File: src/rtl/sevenseg_if.sv
// Board-side bundle for the seven-segment scan driver: nibble/blanking inputs
// in, segment bus, digit enables and nibble sum out.
interface sevenseg_if #(
  parameter int NUM_DIGITS = 2
);
  localparam int SUM_W = 4 + $clog2(NUM_DIGITS);

  logic [4*NUM_DIGITS-1:0] digits_i;
  logic                    blank_lz_i;
  logic [6:0]              seg_o;
  logic [NUM_DIGITS-1:0]   enable_o;
  logic [SUM_W-1:0]        sum_o;

  modport master (
    output digits_i, blank_lz_i,
    input  seg_o, enable_o, sum_o
  );

  modport slave (
    input  digits_i, blank_lz_i,
    output seg_o, enable_o, sum_o
  );
endinterface

File: src/rtl/sevenseg_scan_mux.sv
// Time-multiplexed seven-segment driver: scans synchronized hex nibbles onto an
// active-low segment bus with dead-time blanking and optional leading-zero blanking.
module sevenseg_scan_mux #(
  parameter int NUM_DIGITS   = 2,
  parameter int DIV_COUNT    = 100000,
  parameter int BLANK_CYCLES = 1000
) (
  input  logic       clk_i,
  input  logic       reset_ni,
  sevenseg_if.slave  bus
);
  localparam int SUM_W = 4 + $clog2(NUM_DIGITS);
  localparam int IDX_W = (NUM_DIGITS > 1) ? $clog2(NUM_DIGITS) : 1;
  localparam int CNT_W = $clog2(DIV_COUNT);
  localparam int DW    = 4 * NUM_DIGITS;

  localparam logic [CNT_W-1:0] CNT_LAST = CNT_W'(DIV_COUNT - 1);
  localparam logic [IDX_W-1:0] IDX_LAST = IDX_W'(NUM_DIGITS - 1);

  localparam logic [0:0] ST_BLANK = 1'b0;
  localparam logic [0:0] ST_DRIVE = 1'b1;

  logic [DW:0]             sync1_q, sync2_q;
  logic [DW-1:0]           ds_s;
  logic                    lz_s;
  logic [CNT_W-1:0]        cnt_q, cnt_d;
  logic [IDX_W-1:0]        idx_q, idx_d;
  logic [SUM_W-1:0]        sum_q, sum_d;
  logic [6:0]              seg_q, seg_d;
  logic [NUM_DIGITS-1:0]   en_q, en_d;
  logic [3:0]              cur_nib_s;
  logic                    upper_nz_s;
  logic                    suppress_s;
  logic                    in_blank_s;
  logic [0:0]              slot_state_s;

  function automatic logic [6:0] hex7(input logic [3:0] nib);
    logic [6:0] code;
    case (nib)
      4'h0:    code = 7'b1000000;
      4'h1:    code = 7'b1111001;
      4'h2:    code = 7'b0100100;
      4'h3:    code = 7'b0110000;
      4'h4:    code = 7'b0011001;
      4'h5:    code = 7'b0010010;
      4'h6:    code = 7'b0000010;
      4'h7:    code = 7'b1111000;
      4'h8:    code = 7'b0000000;
      4'h9:    code = 7'b0010000;
      4'hA:    code = 7'b0001000;
      4'hB:    code = 7'b0000011;
      4'hC:    code = 7'b1000110;
      4'hD:    code = 7'b0100001;
      4'hE:    code = 7'b0000110;
      4'hF:    code = 7'b0001110;
      default: code = 7'h7F;
    endcase
    return code;
  endfunction

  assign ds_s = sync2_q[DW-1:0];
  assign lz_s = sync2_q[DW];

  // Slot counter and digit index advance
  always_comb begin
    cnt_d = cnt_q + CNT_W'(1);
    idx_d = idx_q;
    if (cnt_q == CNT_LAST) begin
      cnt_d = '0;
      idx_d = (idx_q == IDX_LAST) ? '0 : idx_q + IDX_W'(1);
    end else begin
      idx_d = idx_q;
    end
  end

  // Nibble sum, current nibble select and "anything nonzero at or above idx"
  always_comb begin
    sum_d      = '0;
    cur_nib_s  = 4'h0;
    upper_nz_s = 1'b0;
    for (int i = 0; i < NUM_DIGITS; i++) begin
      sum_d      = sum_d + SUM_W'(ds_s[4*i +: 4]);
      cur_nib_s  = (IDX_W'(i) == idx_q) ? ds_s[4*i +: 4] : cur_nib_s;
      upper_nz_s = upper_nz_s | ((IDX_W'(i) >= idx_q) && (ds_s[4*i +: 4] != 4'h0));
    end
  end

  // With zero dead-time the comparison would be constant-false, so drop it
  if (BLANK_CYCLES > 0) begin : g_blank
    assign in_blank_s = (cnt_q < CNT_W'(BLANK_CYCLES));
  end else begin : g_noblank
    assign in_blank_s = 1'b0;
  end

  assign suppress_s   = lz_s && (idx_q != '0) && !upper_nz_s;
  assign slot_state_s = (in_blank_s || suppress_s) ? ST_BLANK : ST_DRIVE;

  // Segment/enable next values for the current slot state
  always_comb begin
    case (slot_state_s)
      ST_DRIVE: begin
        seg_d = hex7(cur_nib_s);
        en_d  = ~(NUM_DIGITS'(1) << idx_q);
      end
      default: begin
        seg_d = 7'h7F;
        en_d  = '1;
      end
    endcase
  end

  // All state: synchronizer, scan counters and registered outputs
  always_ff @(posedge clk_i) begin
    if (!reset_ni) begin
      sync1_q <= '0;
      sync2_q <= '0;
      cnt_q   <= '0;
      idx_q   <= '0;
      sum_q   <= '0;
      seg_q   <= 7'h7F;
      en_q    <= '1;
    end else begin
      sync1_q <= {bus.blank_lz_i, bus.digits_i};
      sync2_q <= sync1_q;
      cnt_q   <= cnt_d;
      idx_q   <= idx_d;
      sum_q   <= sum_d;
      seg_q   <= seg_d;
      en_q    <= en_d;
    end
  end

  assign bus.seg_o    = seg_q;
  assign bus.enable_o = en_q;
  assign bus.sum_o    = sum_q;
endmodule

File: src/flat_wrapper.sv
// flat-port wrapper written by rule: the top's interface ports become plain ports
module sevenseg_scan_mux_flat 
#(
  parameter int NUM_DIGITS   = 2,
  parameter int DIV_COUNT    = 100000,
  parameter int BLANK_CYCLES = 1000
)
  (clk_i, reset_ni, bus_digits_i, bus_blank_lz_i, bus_seg_o, bus_enable_o, bus_sum_o);
  sevenseg_if #(.NUM_DIGITS(NUM_DIGITS)) bus_i ();
  input  logic clk_i;
  input  logic reset_ni;
  input wire logic [$bits(bus_i.digits_i)-1:0] bus_digits_i;
  input wire logic [$bits(bus_i.blank_lz_i)-1:0] bus_blank_lz_i;
  output wire logic [$bits(bus_i.seg_o)-1:0] bus_seg_o;
  output wire logic [$bits(bus_i.enable_o)-1:0] bus_enable_o;
  output wire logic [$bits(bus_i.sum_o)-1:0] bus_sum_o;
  assign bus_i.digits_i = bus_digits_i;
  assign bus_i.blank_lz_i = bus_blank_lz_i;
  assign bus_seg_o = bus_i.seg_o;
  assign bus_enable_o = bus_i.enable_o;
  assign bus_sum_o = bus_i.sum_o;
  sevenseg_scan_mux #(.NUM_DIGITS(NUM_DIGITS), .DIV_COUNT(DIV_COUNT), .BLANK_CYCLES(BLANK_CYCLES)) u_core (.clk_i(clk_i), .reset_ni(reset_ni), .bus(bus_i));
endmodule
File: config.mk
export PLATFORM = sky130hd
export DESIGN_NAME = sevenseg_scan_mux_flat
export DESIGN_NICKNAME = d
export VERILOG_FILES = /design/src/rtl/sevenseg_if.sv /design/src/rtl/sevenseg_scan_mux.sv /design/src/flat_wrapper.sv
export SDC_FILE = /design/constraint.sdc
export NUM_CORES = 1
export LEC_CHECK = 0
export ABC_AREA = 1
export ABC_CLOCK_PERIOD_IN_PS = 5100
export CORE_UTILIZATION = 55
export CTS_BUF_LIST = sky130_fd_sc_hd__clkbuf_2 sky130_fd_sc_hd__clkbuf_4 sky130_fd_sc_hd__clkbuf_8
export CTS_CLUSTER_DIAMETER = 120
export CTS_CLUSTER_SIZE = 8
export DETAILED_ROUTE_END_ITERATION = 16
export DONT_BUFFER_PORTS = 1
export MAX_ROUTING_LAYER = met4
export PLACE_DENSITY = 0.7
export SLEW_MARGIN = 15
export SYNTH_ARGS = -nofsm -noshare
export SYNTH_HDL_FRONTEND = slang
export SYNTH_SLANG_ARGS = --single-unit
export TNS_END_PERCENT = 100
File: constraint.sdc
create_clock -name clk_i -period 5.1 [get_ports clk_i]
set_clock_uncertainty 0.2 [all_clocks]
set_input_delay 0.765 -clock clk_i [delete_from_list [all_inputs] [get_ports clk_i]]
set_output_delay 0.765 -clock clk_i [all_outputs]
set_load 0.02 [all_outputs]
==> summary.md, run 1 <==
| Metric | Value |
|---|---|
| Result of the run | finished with violations |
| Failing checks | design-rule violations |
| Final Routed Wirelength | 3.72 mm |
| Max-slew violation total from the final report | 0 |
| Fin. Hold Viols | 0 |
| Clock network fraction of design power | 0.337 |
| Met2 global-route usage | 0.301 |
| Arithmetic-cell share of the synthesized area counting full adders, half adders and majority gates | 0.0687 |
| Warning count from the yosys run | 0 |
| Total routing resource utilization after global routing | 0.201 |
| Setup crit end kind | register |
| Portion of netlist area occupied by mux cells | 0 |
| Share of layout cells above drive strength 1 | 0.0656 |
| Longest Clk Path Bufs | 2 |
| CORE AREA | 4000 um^2 |
| Pwr Density | 276 nW/um^2 |
| Number of H-tree levels | 2 |
| Vias in the first global route | 1584 |
| Main combinational cell family by area after synthesis | simple AND/OR/NAND/NOR gates |
| Synthesized area | 2290 um^2 |
| Hold-fix buffer count after cts | 0 |
| Worst endpoint required time | 5.09 ns |
| Post-synthesis net count | 341 |
| Simple-gate share of the synthesized area | 0.306 |
| Full die area | 4430 um^2 |
| Detailed-route vias per instance | 4.84 |
| Top FF cell, synth | sky130_fd_sc_hd__dfxtp_1 |
| Nature of the critical path startpoint | register |
| Remaining number of nets flagged by the antenna check after routing | 0 |
| Met1 GRT Util | 0.257 |
| Root Driver | sky130_fd_sc_hd__clkbuf_8 |
| Post-CTS Setup Inserts | 0 |
| Leakage power summed over all cells | 1.07 nW |
| Horizontal die dimension | 66.6 um |
| Mean post-synth cell area | 7.22 um^2 |
| Most used cells in the layout excluding fill and tap cells | 94 x sky130_fd_sc_hd__nand2_1, 50 x sky130_fd_sc_hd__dfxtp_1, 47 x sky130_fd_sc_hd__inv_1, 42 x sky130_fd_sc_hd__nor2_1, 16 x sky130_fd_sc_hd__nand3_1 |
| Number of instances resized during post-cts repair | 0 |
| Net switching power of the design | 0.154 mW |
| Final setup TNS | 0 ns |
| Latest clock arrival within the worst-skew pair | 0.30 ns |
| Nets | 342 |
| Count of maximum capacitance violations | 0 |
| Total of flip-flops plus latches after synthesis | 50 |
| First-pass detailed-route iteration total | 10 |
| Routed length per instance | 10.1 um |
| Relative contribution of sequential cells to total power | 0.614 |
| Setup repair after global routing missed its margin | no |
| Global route hottest layer | met2 |
| Count of boundary I/O pins | 25 |
| TritonCTS Buffers | 5 |
| Maximum number of pins on one net before global-route repair | 26 |
| Post-detailed-route DRC marker count | 2 |
| Count of routing violations after the opening detailed-route iteration | 91 |
| Antenna violations before repair | 0 |
| Share of the synthesized netlist area taken by xor and xnor gates | 0.0229 |
| Filler cells | 397 |
| Internal power summed over all cells | 0.509 mW |
| Final antenna diode count | 0 |
| Measured slew at the worst slew-check pin | 0.588 ns |
| Number of sinks handled by clock tree synthesis | 50 |
| Final HPWL DP | 2.72 mm |
| Site Rows | 23 |
| GRT overflow | 0 |
| Met3 usage in global routing | 0.0582 |
| Comb pwr share | 0.048 |
| Number of synthesized flops with an enable pin | 0 |
| Port Buffer Count | 0 |
| Period Utilization, post-route | 0.405 |
| Clk slew on worst S/H paths | 0.09 ns |
| Async set-or-reset flop fraction in the synthesized netlist | 0 |
| Synthesized instance count | 318 |
| Vertical die dimension | 66.6 um |
| Distinct cells, synth | 27 |
| Switching share of total power | 0.232 |
| Slew margin rel. | 0.604 |
| Largest driver fanout on the critical path | 7 |
| Data arrival, critical path | 2.06 ns |
| Type of the tightest min-delay check | reg -> reg |
| Fraction of the mapped netlist area in compound gates | 0.0654 |
| Worst supply voltage drop on vdd | 0.000231 V |
| TritonCTS clock tree | yes |
| Total Power | 0.663 mW |
| Starting density of the core | 0.574 |
| Minimum period implied by the final worst setup slack | 2.07 ns |
| Wire length of the first global-routing pass | 6.68 mm |
| Area growth syn-to-layout | 4.80% |
| Placer Congestion | 0.836 |
| Setup Crit Path Kind | reg -> reg |
| Share of the yosys chip area belonging to registers | 0.436 |
| Setup violations, final | 0 |
| Most common cell after layout, fill and taps aside | sky130_fd_sc_hd__nand2_1 |
| Routed via count | 1792 |
| Highest attainable clock frequency | 484 MHz |
cells in the mapped netlist, types with 2 or more instances:
| cell | instances | share of area |
|---|---|---|
| sky130_fd_sc_hd__inv_2 | 2 | 0.0033 |
| sky130_fd_sc_hd__inv_1 | 47 | 0.077 |
| sky130_fd_sc_hd__nand3_1 | 16 | 0.035 |
| sky130_fd_sc_hd__buf_2 | 2 | 0.0044 |
| sky130_fd_sc_hd__nand2_2 | 4 | 0.011 |
| sky130_fd_sc_hd__xor2_1 | 4 | 0.015 |
| sky130_fd_sc_hd__nand2_1 | 94 | 0.15 |
| sky130_fd_sc_hd__buf_6 | 2 | 0.0098 |
| sky130_fd_sc_hd__nand4_1 | 6 | 0.016 |
| sky130_fd_sc_hd__nor3_1 | 2 | 0.0044 |
| sky130_fd_sc_hd__xnor2_1 | 2 | 0.0076 |
| sky130_fd_sc_hd__nor2_4 | 2 | 0.0098 |
| sky130_fd_sc_hd__ha_1 | 11 | 0.060 |
| sky130_fd_sc_hd__o21ai_0 | 9 | 0.020 |
| sky130_fd_sc_hd__clkbuf_1 | 2 | 0.0033 |
| sky130_fd_sc_hd__dfxtp_1 | 50 | 0.44 |
| sky130_fd_sc_hd__a21oi_1 | 12 | 0.026 |
| sky130_fd_sc_hd__nor2_1 | 42 | 0.069 |
critical path, cell delays in order (launching register included):
cell	delay [ns]
sky130_fd_sc_hd__dfxtp_1	0.38
sky130_fd_sc_hd__o21ai_0	0.51
sky130_fd_sc_hd__inv_1	0.20
sky130_fd_sc_hd__ha_1	0.26
sky130_fd_sc_hd__nand2_1	0.11
sky130_fd_sc_hd__o21ai_0	0.09
sky130_fd_sc_hd__a21oi_1	0.13
sky130_fd_sc_hd__nand2_1	0.06
registers in the layout, summed over array words and instances, names as in the netlist:
signal               cells
u_core.cnt_q            17
u_core.bus.seg_o         7
u_core.sync1_q           9
u_core.idx_q             1
u_core.bus.sum_o         5
u_core.sync2_q           9
u_core.bus.enable_o      2
path summary, 6_finish.rpt:
| path | startpoint | end | slack (ns) | depth (start not counted) |
|---|---|---|---|---|
| min reg2reg | u_core.sync1_q[2]$_SDFF_PN0_ | u_core.sync2_q[2]$_SDFF_PN0_ | 0.22 | 2 |
| max reg2reg | u_core.idx_q$_SDFFE_PN0N_ | u_core.bus.seg_o[5]$_SDFF_PP1_ | 3.03 | 7 |
| min | u_core.sync1_q[2]$_SDFF_PN0_ | u_core.sync2_q[2]$_SDFF_PN0_ | 0.22 | 2 |
| max | u_core.idx_q$_SDFFE_PN0N_ | u_core.bus.seg_o[5]$_SDFF_PP1_ | 3.03 | 7 |
power groups by stage:
stage	Sequential [mW]	Clock, mW	Combinational [mW]
3_5_place_dp	0.417	0	0.0322
6_report	0.407	0.224	0.0321
2_1_floorplan	0.416	0	0.0301
3_3_place_gp	0.417	0	0.0317
4_1_cts	0.408	0.231	0.0323
5_1_grt	0.409	0.251	0.0380
metrics by stage:
stage / std cells / hold WS [ns] / area, um^2 / util / setup slack (ns)
CTS: 370 / 0.219 / 2400 / 0.601 / 3.05
global route: 370 / 0.232 / 2400 / 0.601 / 2.82
global placement: 362 / 0.194 / 2320 / 0.579 / 3.19
detailed placement: 362 / 0.199 / 2320 / 0.579 / 3.07
finish: 370 / 0.218 / 2400 / 0.601 / 3.03
floorplan: 318 / 0.190 / 2290 / - / 3.32
per-layer routing:
layer	part of all wire	wire, um	vias to the layer above
li1	-	-	971
met1	0.51	1910	774
met2	0.43	1600	41
met3	0.043	160	6
met4	0.014	53	0
met5	0	0	-
cell families after synthesis:
family,after synthesis
compound gates,26
xor+xnor,6
fa+ha+maj,12
buf+inv,56
flops,50
simple gates,168
layout make-up:
| type | instances | area (um^2) | area share |
|---|---|---|---|
| Clock buffer | 5 | 68.8 | 0.0286 |
| Clock inverter | 3 | 18.8 | 0.00780 |
| Inverter | 50 | 190 | 0.0791 |
| Multi-Input combinational cell | 212 | 1060 | 0.442 |
| Sequential cell | 50 | 1000 | 0.416 |
| Tap cell | 50 | 62.6 | 0.0260 |
No activity file was read; power rests on OpenSTA's default activity.
==> inputs of run 2 (changes only) <==
- ABC_CLOCK_PERIOD_IN_PS: 5100 -> 1950
- clock period: 5.1 -> 1.95 ns (I/O delays scaled with it)
==> run 2 against run 1 <==
Effect of this change:
- the flow still finishes with violations (design-rule violations)
- clock-buffer cell count unchanged
- die area unchanged
- cell area increased by 5.8%
- worst hold slack worse by 0.083 ns
- routed wire length grew 7.7%
- core utilization increased by 3.5 points
- via count is 2.8% higher
==> summary.md, run 2 (same netlist as run 1, synthesis figures left out) <==
| Metric | Value |
|---|---|
| Top Registers | u_core.cnt_q (17), u_core.sync1_q (9), u_core.sync2_q (9) |
| Setup violations, final | 0 (unchanged) |
| Root Driver | sky130_fd_sc_hd__clkbuf_8 |
| Count of routing violations after the opening detailed-route iteration | 109 (+20%) |
| Vias in the first global route | 1653 (+4.4%) |
| Area growth syn-to-layout | 10.9% |
| Number of cells on the worst reg-to-reg path | 7 (unchanged) |
| Clock network fraction of design power | 0.391 (+0.054) |
| Slew margin rel. | 0.465 (-0.139) |
| Full die area | 4430 um^2 (unchanged) |
| Setup Crit Path Kind | in -> reg |
| CORE AREA | 4000 um^2 (unchanged) |
| Worst setup endpoint | u_core.bus.enable_o[0]$_SDFF_PP1_ |
| Switching share of total power | 0.230 (-0.00210) |
| Critical R2R Capture | u_core.bus.seg_o[3]$_SDFF_PP1_ |
| Filler cells | 355 (-11%) |
| Worst endpoint required time | 1.94 ns (-3.15 ns) |
| Clk slew on worst S/H paths | 0.10 ns (about the same) |
| First element of the critical path | reset_ni |
| Count of maximum capacitance violations | 0 (unchanged) |
| Final Routed Wirelength | 4.01 mm (+7.7%) |
| Largest register FFs | 17 (unchanged) |
| Final antenna diode count | 0 (unchanged) |
| Number of placed instances, taps included | 363 (+0.28%) |
| Fraction of the core area covered by cells at the end of the flow | 0.636 (+0.0347) |
| Antenna violations before repair | 0 (unchanged) |
| Share of layout cells above drive strength 1 | 0.0695 (+0.00386) |
| Vertical die dimension | 66.6 um (unchanged) |
| Routed length per instance | 10.5 um (+4.6%) |
| Total routing resource utilization after global routing | 0.220 (+0.0191) |
| Final HPWL DP | 2.67 mm (-1.6%) |
| Number of sinks handled by clock tree synthesis | 50 (unchanged) |
| Max-slew violation total from the final report | 0 (unchanged) |
| Fin. Hold Viols | 0 (unchanged) |
| Longest Clk Path Bufs | 2 (unchanged) |
| Leakage power summed over all cells | 1.13 nW (+5.1%) |
| First-pass detailed-route iteration total | 10 (unchanged) |
| Period Utilization, post-route | 0.934 |
| Largest driver fanout on the critical path | 24 (+17) |
| Storage element area | 1000 um^2 (+0.12%) |
| Post-detailed-route DRC marker count | 2 (unchanged) |
| Highest attainable clock frequency | 549 MHz |
| Type of the tightest min-delay check | in -> reg |
| Starting density of the core | 0.574 (unchanged) |
| Most common cell after layout, fill and taps aside | sky130_fd_sc_hd__nand2_1 |
| Data arrival, critical path | 1.81 ns (-0.25 ns) |
| Routed via count | 1843 (+2.8%) |
| Site Rows | 23 (unchanged) |
| Layout Cells excl Fill | 381 (+3.0%) |
| Slack of the worst reg-to-reg path | 0.20 ns (-2.83 ns) |
| Final setup TNS | 0 ns (unchanged) |
| Count of boundary I/O pins | 25 (unchanged) |
| Most used cells in the layout excluding fill and tap cells | 94 x sky130_fd_sc_hd__nand2_1, 49 x sky130_fd_sc_hd__dfxtp_1, 47 x sky130_fd_sc_hd__inv_1, 42 x sky130_fd_sc_hd__nor2_1, 16 x sky130_fd_sc_hd__nand3_1 |
| Minimum period implied by the final worst setup slack | 1.82 ns |
| Area of all placed cells without fillers | 2540 um^2 (+5.8%) |
| Remaining number of nets flagged by the antenna check after routing | 0 (unchanged) |
| Total placed instance area | 2320 um^2 (+0.32%) |
| Worst supply voltage drop on vdd | 0.000517 V (+120%) |
| Relative contribution of sequential cells to total power | 0.553 (-0.061) |
| Failing checks | design-rule violations |
| Pwr Density | 758 nW/um^2 (+170%) |
| Placer Congestion | 0.862 (+3.1%) |
| Wire length of the first global-routing pass | 7.04 mm (+5.5%) |
| Comb pwr share | 0.056 (+0.008) |
| Horizontal die dimension | 66.6 um (unchanged) |
| Setup repair after global routing missed its margin | no |
| Port Buffer Count | 0 (unchanged) |
| TritonCTS Buffers | 5 (unchanged) |
| Register with the most flip-flops | u_core.cnt_q |
| Measured slew at the worst slew-check pin | 0.801 ns (+0.213 ns) |
| Nature of the critical path startpoint | input pin |
| Detailed-route vias per instance | 4.84 (-0.12%) |
| Pre-CTS WS | 0.140 ns (-2.93 ns) |
| Number of H-tree levels | 2 (unchanged) |
| Post-route setup slack | 0.128 ns (-2.91 ns) |
| Setup crit end kind | register |
| Latest clock arrival within the worst-skew pair | 0.31 ns (about the same) |
| TritonCTS clock tree | yes |
| Result of the run | finished with violations |
| GRT overflow | 0 (unchanged) |
| Combined area of the multi-input logic cells | 1060 um^2 (unchanged) |
| Critical register-to-register path startpoint | u_core.idx_q$_SDFFE_PN0N_ |
| Nets | 353 (+3.2%) |
| Maximum number of pins on one net before global-route repair | 25 (-3.8%) |
| Internal power summed over all cells | 1.48 mW (+190%) |
| Net switching power of the design | 0.443 mW (+190%) |
==> run 2: changes by cell type in the layout (fill, tap and decap cells not counted), sizes merged <==
cell	previous run	this run
buf	0	1
clkinvlp	0	1
clkinv	2	0
bufinv	0	1
dlygate4sd3	0	10
==> run 2: worst max-delay path, stage by stage <==
cell and delay [ns]:
sky130_fd_sc_hd__dlygate4sd3_1 1.06, sky130_fd_sc_hd__nand2_2 0.14, sky130_fd_sc_hd__nor2_4 0.22, sky130_fd_sc_hd__nand2_1 0.10
==> run 2: repair_timing <==
| action | in CTS | in global routing |
|---|---|---|
| setup buffers | 0 | 0 |
| hold buffers | 10 | 0 |
| endpoints found under the setup margin | 0 | 5 |
| gates resized for setup | 0 | 1 |
| endpoints found under the hold margin | 32 | 0 |
==> run 2: area by class of cell <==
type / instances / share of cell area
Timing Repair Buffer: 11 / 0.0423
Multi-Input combinational cell: 212 / 0.418
Tap cell: 50 / 0.0246
Inverter: 50 / 0.0748
Clock inverter: 3 / 0.0192
Clock buffer: 5 / 0.0271
Sequential cell: 50 / 0.394
==> run 2: metrics by stage <==
step | total power [mW] | hold WS [ns]
2_1_floorplan | 1.17 | 0.190
4_1_cts | 1.95 | 0.140
6_report | 1.93 | 0.134
3_3_place_gp | 1.17 | 0.188
5_1_grt | 2.01 | 0.167
3_5_place_dp | 1.17 | 0.191
==> run 2: layer usage <==
| metal | vias to the layer above | track usage | routed length, um |
|---|---|---|---|
| met1 | 789 | 0.274 | 1970 |
| met4 | 0 | 0.0984 | 90 |
| met5 | - | - | 0 |
| met2 | 55 | 0.326 | 1730 |
| li1 | 990 | - | - |
| met3 | 9 | 0.0668 | 222 |
==> run 2: how the worst min path moves through the flow <==
stage,startpoint,endpoint,cells past startpoint
floorplan,bus_digits_i[0],u_core.sync1_q[0]$_SDFF_PN0_,2
detailed placement,reset_ni,u_core.sync1_q[2]$_SDFF_PN0_,2
CTS,reset_ni,u_core.cnt_q[1]$_SDFF_PP0_,2
global placement,reset_ni,u_core.sync1_q[7]$_SDFF_PN0_,2
global route,reset_ni,u_core.cnt_q[1]$_SDFF_PP0_,2
finish,reset_ni,u_core.cnt_q[8]$_SDFF_PP0_,2
==> run 2: power by group through the flow <==
stage	logic (mW)	clock network (mW)	registers (mW)
after floorplan	0.0787	0	1.09
after global placement	0.0839	0	1.09
after detailed placement	0.0850	0	1.09
after CTS	0.108	0.779	1.07
after global routing	0.127	0.815	1.07
final	0.108	0.753	1.07
==> inputs of run 3 (changes only) <==
- CAP_MARGIN: not set -> 40
- CORE_UTILIZATION: 55 -> 35
- PLACE_DENSITY: 0.7 -> not set
==> run 3 against run 2 <==
Effect of this change:
- the flow now finishes without violations
- combinational power barely moved
- global-route usage fell by 8.6 points
- core utilization fell by 23 points
- non-clock buffer count did not move
- clock power fell by 14%
- worst setup slack improved by 0.013 ns
- register-to-register slack improved by 0.04 ns
- clock-buffer cell count did not move
- worst hold slack improved by 0.014 ns
- sequential power barely moved
==> summary.md, run 3 (same netlist as run 1, synthesis figures left out) <==
| Metric | Value |
|---|---|
| Fraction of the core area covered by cells at the end of the flow | 0.404 (-0.232) |
| Highest attainable clock frequency | 553 MHz (+0.74%) |
| Final setup TNS | 0 ns (unchanged) |
| Largest driver fanout on the critical path | 24 (unchanged) |
| Nets | 353 (unchanged) |
| Routed length per instance | 10.2 um (-3.4%) |
| Pwr Density | 712 nW/um^2 (-6.1%) |
| Setup repair after global routing missed its margin | no |
| Port Buffer Count | 0 (unchanged) |
| Most common cell after layout, fill and taps aside | sky130_fd_sc_hd__nand2_1 |
| Slew margin rel. | 0.466 (+0.00143) |
| Filler cells | 660 (+86%) |
| Placer Congestion | 0.855 (-0.81%) |
| Layout Cells excl Fill | 408 (+7.1%) |
| Total routing resource utilization after global routing | 0.134 (-0.0857) |
| Critical R2R Capture | u_core.bus.seg_o[3]$_SDFF_PP1_ |
| Final antenna diode count | 0 (unchanged) |
| Number of H-tree levels | 2 (unchanged) |
| Total Power | 1.83 mW (-5.3%) |
| Remaining number of nets flagged by the antenna check after routing | 0 (unchanged) |
| Maximum number of pins on one net before global-route repair | 25 (unchanged) |
| Minimum period implied by the final worst setup slack | 1.81 ns (-0.0133 ns) |
| Antenna violations before repair | 0 (unchanged) |
| First element of the critical path | reset_ni |
| Period Utilization, post-route | 0.928 (-0.00682) |
| Leakage power summed over all cells | 1.12 nW (-0.42%) |
| Min-Delay Path Depth | 2 (unchanged) |
| Nature of the critical path startpoint | input pin |
| Result of the run | finished clean |
| Final Routed Wirelength | 4.15 mm (+3.5%) |
| Vertical die dimension | 83.0 um (+25%) |
| Fin. Hold Viols | 0 (unchanged) |
| Type of the tightest min-delay check | in -> reg |
| Area growth syn-to-layout | 11.8% |
| TritonCTS clock tree | yes |
| Latest clock arrival within the worst-skew pair | 0.31 ns (about the same) |
| Worst supply voltage drop on vdd | 0.000388 V (-25%) |
| Count of routing violations after the opening detailed-route iteration | 129 (+18%) |
| Longest Clk Path Bufs | 2 (unchanged) |
| Detailed-route vias per instance | 4.47 (-7.6%) |
| Routed via count | 1823 (-1.1%) |
| Count of maximum capacitance violations | 0 (unchanged) |
| Launch instance of the worst min-delay path | reset_ni |
| Horizontal die dimension | 83.0 um (+25%) |
| Setup violations, final | 0 (unchanged) |
| Post-detailed-route DRC marker count | 0 (-2) |
| GRT overflow | 0 (unchanged) |
| Clk slew on worst S/H paths | 0.10 ns (about the same) |
| Measured slew at the worst slew-check pin | 0.798 ns (-0.00214 ns) |
| Slack of the worst reg-to-reg path | 0.24 ns (+0.04 ns) |
| Number of cells on the worst reg-to-reg path | 8 (+1) |
| Setup crit end kind | register |
| First-pass detailed-route iteration total | 5 (-5) |
| Wire length of the first global-routing pass | 7.36 mm (+4.4%) |
| Site Rows | 29 (+26%) |
| Number of sinks handled by clock tree synthesis | 50 (unchanged) |
| Full die area | 6880 um^2 (+55%) |
| Max-slew violation total from the final report | 0 (unchanged) |
| Number of placed instances, taps included | 390 (+7.4%) |
| Top Registers | u_core.cnt_q (17), u_core.sync1_q (9), u_core.sync2_q (9) |
| Register with the most flip-flops | u_core.cnt_q |
| Final HPWL DP | 2.96 mm (+11%) |
| Starting density of the core | 0.361 (-0.212) |
| Root Driver | sky130_fd_sc_hd__clkbuf_8 |
| Critical register-to-register path startpoint | u_core.idx_q$_SDFFE_PN0N_ |
| Data arrival, critical path | 1.81 ns (about the same) |
| End point of the worst hold path | u_core.cnt_q[6]$_SDFF_PP0_ |
| CORE AREA | 6350 um^2 (+59%) |
| Share of layout cells above drive strength 1 | 0.0695 (unchanged) |
| Setup Crit Path Kind | in -> reg |
| Count of boundary I/O pins | 25 (unchanged) |
| Post-route worst hold slack | 0.149 ns (+0.0144 ns) |
| Vias in the first global route | 1667 (+0.85%) |
| TritonCTS Buffers | 5 (unchanged) |
| Most used cells in the layout excluding fill and tap cells | 94 x sky130_fd_sc_hd__nand2_1, 49 x sky130_fd_sc_hd__dfxtp_1, 47 x sky130_fd_sc_hd__inv_1, 42 x sky130_fd_sc_hd__nor2_1, 16 x sky130_fd_sc_hd__nand3_1 |
| Worst endpoint required time | 1.95 ns (about the same) |
| Largest register FFs | 17 (unchanged) |
[run 3: cell count changes in the layout (fill, tap and decap cells not counted), sizes merged]
cell      before  now
clkinv         0    1
inv           51   52
bufinv         1    0
clkinvlp       1    0
[run 3: what timing repair did]
action	4_1_cts	5_1_grt
endpoints found under the setup margin	0	4
endpoints found under the hold margin	33	0
resized for setup	0	2
hold buffers	10	0
setup buffers	0	0
[run 3: worst max path at each step]
stage	end	slack [ns]	cells after the start
floorplan	u_core.bus.seg_o[5]$_SDFF_PP1_	0.17	7
global placement	u_core.bus.seg_o[3]$_SDFF_PP1_	0.21	7
detailed placement	u_core.bus.seg_o[3]$_SDFF_PP1_	0.14	7
CTS	u_core.bus.seg_o[3]$_SDFF_PP1_	0.11	7
global route	u_core.bus.seg_o[0]$_SDFF_PP1_	0.01	11
finish	u_core.bus.enable_o[0]$_SDFF_PP1_	0.14	4
[run 3: routing by layer]
metal,wire length (um),track usage
met5,0,-
met1,2170,0.173
met2,1700,0.198
met4,49,0.0470
met3,230,0.0427
[run 3: area by class of cell]
class	count	area [um^2]	share of cell area
multi-input combinational	212	1070	0.418
sequential	50	1000	0.391
tap	77	96.3	0.0376
clock buffer	5	68.8	0.0268
inverter	50	190	0.0741
clock inverter	3	28.8	0.0112
timing repair buffer	11	108	0.0420
[run 3: power breakdown]
| group | internal (mW) | total (mW) | switching (mW) | leakage [nW] |
|---|---|---|---|---|
| clock network | 0.269 | 0.650 | 0.381 | 0.0506 |
| registers | 1.05 | 1.07 | 0.0186 | 0.409 |
| logic | 0.0463 | 0.109 | 0.0628 | 0.665 |
| total | 1.36 | 1.83 | 0.462 | 1.12 |
[run 3: worst max-delay path, stage by stage]
cell                            delay [ns]
sky130_fd_sc_hd__dlygate4sd3_1        1.06
sky130_fd_sc_hd__nand2_2              0.14
sky130_fd_sc_hd__nor2_4               0.22
sky130_fd_sc_hd__nand2_1              0.09
[run 3: per-stage QoR]
step,cell area [um^2],setup slack [ns]
floorplan,2290,0.168
global placement,2360,0.206
detailed placement,2360,0.144
CTS,2560,0.105
global route,2560,0.0100
finish,2560,0.141
